--- src/rtl/scan_mux.sv ---
`timescale 1ns/1ps
// Registered N:1 mux with an automatic dwell-based scanner over non-masked channels.
// Latency 1 clk from in/sel to out; scan entry inserts one invalid cycle; no backpressure.
module scan_mux #(
  parameter int sel_width  = 3,
  parameter int data_width = 1,
  parameter int dwell      = 32
) (
  input  logic                                   clk,
  input  logic                                   rst_n,
  input  logic [(2**sel_width)*data_width-1:0]   in,
  input  logic [sel_width-1:0]                   sel,
  input  logic                                   mode,
  input  logic                                   en,
  input  logic [(2**sel_width)-1:0]              skip_mask,
  output logic [data_width-1:0]                  out,
  output logic [sel_width-1:0]                   out_sel,
  output logic                                   out_valid,
  output logic                                   wrap
);

  localparam int N  = 2**sel_width;
  localparam int CW = (dwell > 1) ? $clog2(dwell) : 1;
  localparam logic [CW-1:0] CNT_LAST = CW'(dwell - 1);

  typedef enum logic [1:0] {IDLE, MANUAL, SCAN} state_e;

  // Priority rotate: first unmasked channel at or after start, wrapping modulo N.
  function automatic logic [sel_width-1:0] find_from(input logic [sel_width-1:0] start,
                                                     input logic [N-1:0]         mask);
    logic [sel_width-1:0] idx;
    logic                 found;
    find_from = start;
    found     = 1'b0;
    for (int i = 0; i < N; i++) begin
      idx = start + i[sel_width-1:0];
      if (!found && !mask[idx]) begin
        find_from = idx;
        found     = 1'b1;
      end
    end
  endfunction

  state_e                state_q, state_d;
  logic [sel_width-1:0]  ch_q, ch_d;
  logic [CW-1:0]         cnt_q, cnt_d;
  logic [data_width-1:0] out_q, out_d;
  logic [sel_width-1:0]  out_sel_q, out_sel_d;
  logic                  out_valid_q, out_valid_d;
  logic                  wrap_q, wrap_d;
  logic                  wrap_pend_q, wrap_pend_d;
  logic                  blocked_q, blocked_d;

  logic                  all_masked;
  logic                  restart;
  logic [sel_width-1:0]  first_at_sel;
  logic [sel_width-1:0]  first_at_ch;
  logic [sel_width-1:0]  next_after_eff;
  logic [CW-1:0]         eff_cnt;
  logic                  eff_wrap;
  logic [data_width-1:0] sel_dat;
  logic [data_width-1:0] eff_dat;

  assign all_masked     = &skip_mask;
  assign first_at_sel   = find_from(sel, skip_mask);
  // Equals ch_q when ch_q is live, otherwise the channel the scan must jump to.
  assign first_at_ch    = find_from(ch_q, skip_mask);
  assign next_after_eff = find_from(first_at_ch + sel_width'(1), skip_mask);

  // Recovery from an all-masked stall or a freshly masked current channel restarts the dwell.
  assign restart  = blocked_q | skip_mask[ch_q];
  assign eff_cnt  = restart ? '0 : cnt_q;
  assign eff_wrap = blocked_q ? 1'b0
                  : (wrap_pend_q | (skip_mask[ch_q] & (first_at_ch <= ch_q)));

  assign sel_dat = in[int'(sel) * data_width +: data_width];
  assign eff_dat = in[int'(first_at_ch) * data_width +: data_width];

  always_comb begin
    state_d     = state_q;
    ch_d        = ch_q;
    cnt_d       = cnt_q;
    out_d       = out_q;
    out_sel_d   = out_sel_q;
    out_valid_d = 1'b0;
    wrap_d      = 1'b0;
    wrap_pend_d = wrap_pend_q;
    blocked_d   = blocked_q;

    if (!en) begin
      state_d = IDLE;
    end else if (!mode) begin
      state_d     = MANUAL;
      out_d       = sel_dat;
      out_sel_d   = sel;
      out_valid_d = 1'b1;
      cnt_d       = '0;
      wrap_pend_d = 1'b0;
      blocked_d   = 1'b0;
    end else begin
      state_d = SCAN;
      if (state_q != SCAN) begin
        ch_d        = all_masked ? sel : first_at_sel;
        cnt_d       = '0;
        wrap_pend_d = 1'b0;
        blocked_d   = all_masked;
      end else if (all_masked) begin
        cnt_d       = '0;
        wrap_pend_d = 1'b0;
        blocked_d   = 1'b1;
      end else begin
        out_d       = eff_dat;
        out_sel_d   = first_at_ch;
        out_valid_d = 1'b1;
        wrap_d      = eff_wrap;
        blocked_d   = 1'b0;
        wrap_pend_d = 1'b0;
        ch_d        = first_at_ch;
        if (eff_cnt == CNT_LAST) begin
          cnt_d       = '0;
          ch_d        = next_after_eff;
          wrap_pend_d = (next_after_eff <= first_at_ch);
        end else begin
          cnt_d = eff_cnt + CW'(1);
        end
      end
    end
  end

  always_ff @(posedge clk or negedge rst_n) begin
    if (!rst_n) begin
      state_q     <= IDLE;
      ch_q        <= '0;
      cnt_q       <= '0;
      out_q       <= '0;
      out_sel_q   <= '0;
      out_valid_q <= 1'b0;
      wrap_q      <= 1'b0;
      wrap_pend_q <= 1'b0;
      blocked_q   <= 1'b0;
    end else begin
      state_q     <= state_d;
      ch_q        <= ch_d;
      cnt_q       <= cnt_d;
      out_q       <= out_d;
      out_sel_q   <= out_sel_d;
      out_valid_q <= out_valid_d;
      wrap_q      <= wrap_d;
      wrap_pend_q <= wrap_pend_d;
      blocked_q   <= blocked_d;
    end
  end

  assign out       = out_q;
  assign out_sel   = out_sel_q;
  assign out_valid = out_valid_q;
  assign wrap      = wrap_q;

endmodule

--- config.mk ---
export PLATFORM = sky130hd
export DESIGN_NAME = scan_mux
export DESIGN_NICKNAME = d
export VERILOG_FILES = /design/src/rtl/scan_mux.sv
export SDC_FILE = /design/constraint.sdc
export NUM_CORES = 1
export LEC_CHECK = 0
export ABC_AREA = 1
export BUFFER_PORTS_ARGS = -buffer_cell sky130_fd_sc_hd__buf_2
export CORE_MARGIN = 2
export CORE_UTILIZATION = 56
export DETAILED_ROUTE_END_ITERATION = 10
export PLACE_DENSITY = 0.88
export SYNTH_ARGS = -nofsm -noshare
export SYNTH_HDL_FRONTEND = slang
export SYNTH_SLANG_ARGS = --single-unit
--- constraint.sdc ---
create_clock -name clk -period 4.55 [get_ports clk]
set_input_delay 0.2275 -clock clk [delete_from_list [all_inputs] [get_ports clk]]
set_output_delay 0.2275 -clock clk [all_outputs]
set_load 0.02 [all_outputs]
==> impl_results.md <==
* Commonest non-fill, non-tap cell in the layout: nand2_1
* Cell accounting for the most synthesized area: nand2_1
* Non-filler instance count after layout at 704
* Die Height at 78.9 um
* CP peak stage delay at 0.44 ns
* Synth unique cells at 46
* Filler Cells Inserted at 381
* Syn Nets at 577
* Initial DRT Pass Iterations at 5
* Critical Path End Type: flip-flop
* Placement row count at 27
* Initial drt markers at 263
* Die ar. at 6230 sq um
* Most frequent cells in the layout: 151 x nand2_1, 67 x buf_4, 66 x inv_1
* Final Wtd Congestion at 0.945
* Maximum clock rate at 209 MHz
* Slew Viols, Final at 0
* Top Family by Delay on Critical Path: simple AND/OR/NAND/NOR gates
* Synth Warn # at 0
* Setup violations, final at 1
* RSZ-0062 raised after global routing: yes
* Number of buffers created by CTS at 3
* Ports at 29
* Vias in the first global route at 3919
* Clock tree buffer depth at 2
* Placed insts at 674
* Clock tree from TritonCTS: done
* Cell count after synthesis at 541
* Final WL at 9.95 mm
* DRC at 0
* Async SR Flop Fraction at 1.00
* Share of cells above drive strength 1 at 0.328
* Buf/Inv on CP at 11
* Largest net degree at the start of global routing at 24
* Sink Count at 18
* PortBufs at 28
* GRT Residual Overflow at 0
* Fin worst setup slack at -0.237 ns
* Vias at 4008
* Min-Delay Path Class: in -> reg
* Final Core Density at 0.765
* Worst-path clk slew at 0.07 ns
* CP Class: reg -> reg
* Result of the run: finished, violations left
* Starting Density at 0.575
* DP Wirelength at 6.91 mm
* Top FF cell, synth: dfrtp_1
* Crit path max fanout at 7
* Failing checks: negative setup slack
* Htree depth at 1
* Antenna violations before repair at 0
* Ranking of synthesized cells by area: nand2_1 21%, dfrtp_1 14%, nand3_1 8.3%
* Area growth syn-to-layout at 33.2%
* Area fraction of the dominant cell type after synthesis at 0.214
* Sequential-to-total area share from yosys stat at 0.143
* Horiz. Die Dim at 78.9 um
* Final ANT Viol Nets at 0
* Antenna cell count at 0
* Final period utilization at 1.05
* Area of the core at 5470 sq um
* Worst-Skew Late Latency at 0.27 ns
* Worst endpoint data arrival time at 4.95 ns
* Routed wire length per instance at 14.1 um
* Placed cell area at 3700 sq um
* Critical Path Source Type: flip-flop
* Critical-path top delay cell: dfrtp_1
* Tmin final at 4.79 ns
* First-pass GRT wire length at 16.1 mm
* WP data required at 4.71 ns
* Via/cell ratio at 5.69
* GRT Total Usage at 0.315
* Fin nets at 669
* Max-slew headroom at 0.609
* FF+latch count, synth at 18
* Setup tns final at -0.237 ns
* Worst slew pin tran at 0.581 ns
* EDFF count, synth at 0
* Final Instance Area at 4190 sq um
* Critical Path Most Common Cell: nand2_2
* Final hold violation count at 0
* Cell Area, Synth at 3140 sq um
* Setup Skew at 0.0104 ns
* Avg Cell Area, Syn at 5.81 sq um
* Max_cap viols at 0
* CTS root buf: clkbuf_8
synth_stat cells, types with 2 or more instances:
master / count
a21oi_1: 18
a31oi_1: 5
and2_1: 2
buf_4: 2
buf_6: 4
clkbuf_1: 4
clkinv_1: 4
dfrtp_1: 18
ha_1: 13
inv_1: 69
inv_2: 8
mux2i_1: 2
nand2_1: 179
nand2_2: 8
nand2_4: 4
nand3_1: 52
nand3_2: 8
nand3_4: 2
nand4_1: 6
nor2_1: 29
nor2_4: 3
nor3_1: 2
nor4_1: 3
o211ai_1: 3
o21a_1: 2
o21ai_0: 49
o21ai_1: 12
o21ai_2: 2
o22ai_1: 4
xnor2_1: 2
xor2_1: 5
xor2_2: 3
cell families (layout without fill, tap and decap cells):
logic type               Yosys count  count (layout)  synth area share
AO/OA/AOI/OAI                     99              99             0.172
XOR/XNOR                          11              11            0.0402
adder cells (fa/ha/maj)           13              13            0.0517
buffers and inverters             94             185             0.131
flip-flops                        18              18             0.143
multiplexers                       3               3           0.00995
AND/OR/NAND/NOR                  303             303             0.452
metal layers:
| metal | vias up | GRT usage | part of all wire |
|---|---|---|---|
| met2 | 186 | 0.595 | 0.52 |
| met3 | 43 | 0.0273 | 0.051 |
| met5 | - | 0 | 0 |
| met4 | 0 | 0.155 | 0.038 |
| met1 | 1837 | 0.352 | 0.39 |
| li1 | 1942 | - | - |
state kept, by name, indices dropped and copies added (netlist names):
| name | count |
|---|---|
| cnt_q | 5 |
| ch_q | 3 |
| out_sel | 3 |
| state_q | 2 |
| blocked_q | 1 |
| out | 1 |
| out_valid | 1 |
| wrap | 1 |
| wrap_pend_q | 1 |
worst paths after layout:
kind / end / cells after the start / from / slack, ns
max: wrap_pend_q / 39 / ch_q[1] / -0.24
min: state_q[0] / 2 / mode / 0.18
max reg2reg: wrap_pend_q / 39 / ch_q[1] / -0.24
min reg2reg: wrap / 1 / blocked_q / 0.51
max in group asynchronous: out_sel[0] / 2 / rst_n / 3.84
min in group asynchronous: out_sel[1] / 2 / rst_n / 0.42
final cells by class:
type	count	area (sq um)	area share
inverter	81	322	0.0768
sequential	18	450	0.108
clock buffer	4	55.1	0.0131
tap	72	90.1	0.0215
multi-input combinational	429	2570	0.614
timing repair buffer	100	698	0.167
per-stage QoR:
stage          hold WS (ns)  setup slack, ns
2_1_floorplan       -0.0681           -0.114
3_3_place_gp          0.168           0.0250
3_5_place_dp          0.173           -0.138
4_1_cts               0.173         -0.00837
5_1_grt               0.200           -0.536
6_report              0.178           -0.237
repair_timing:
action | 4_1_cts | 5_1_grt
setup endpoints to repair | 1 | 4
endpoints found under the hold margin | 18 | 0
hold buffers | 1 | 0
cloned | 0 | 0
setup buffers | 21 | 7
resized for setup | 31 | 30
pin swaps | 36 | 13
worst register-to-register path, delay by kind of cell, from the launching register on:
kind	cells	cell delay [ns]
AO/OA/AOI/OAI	5	0.68
XOR/XNOR	1	0.17
adder cells (fa/ha/maj)	3	0.91
buffers and inverters	11	0.98
flip-flops	1	0.44
AND/OR/NAND/NOR	19	1.55
Power is left out: the tool's default activity adds up to more than one toggle a clock period on the data nets, which glitch-free logic cannot reach.
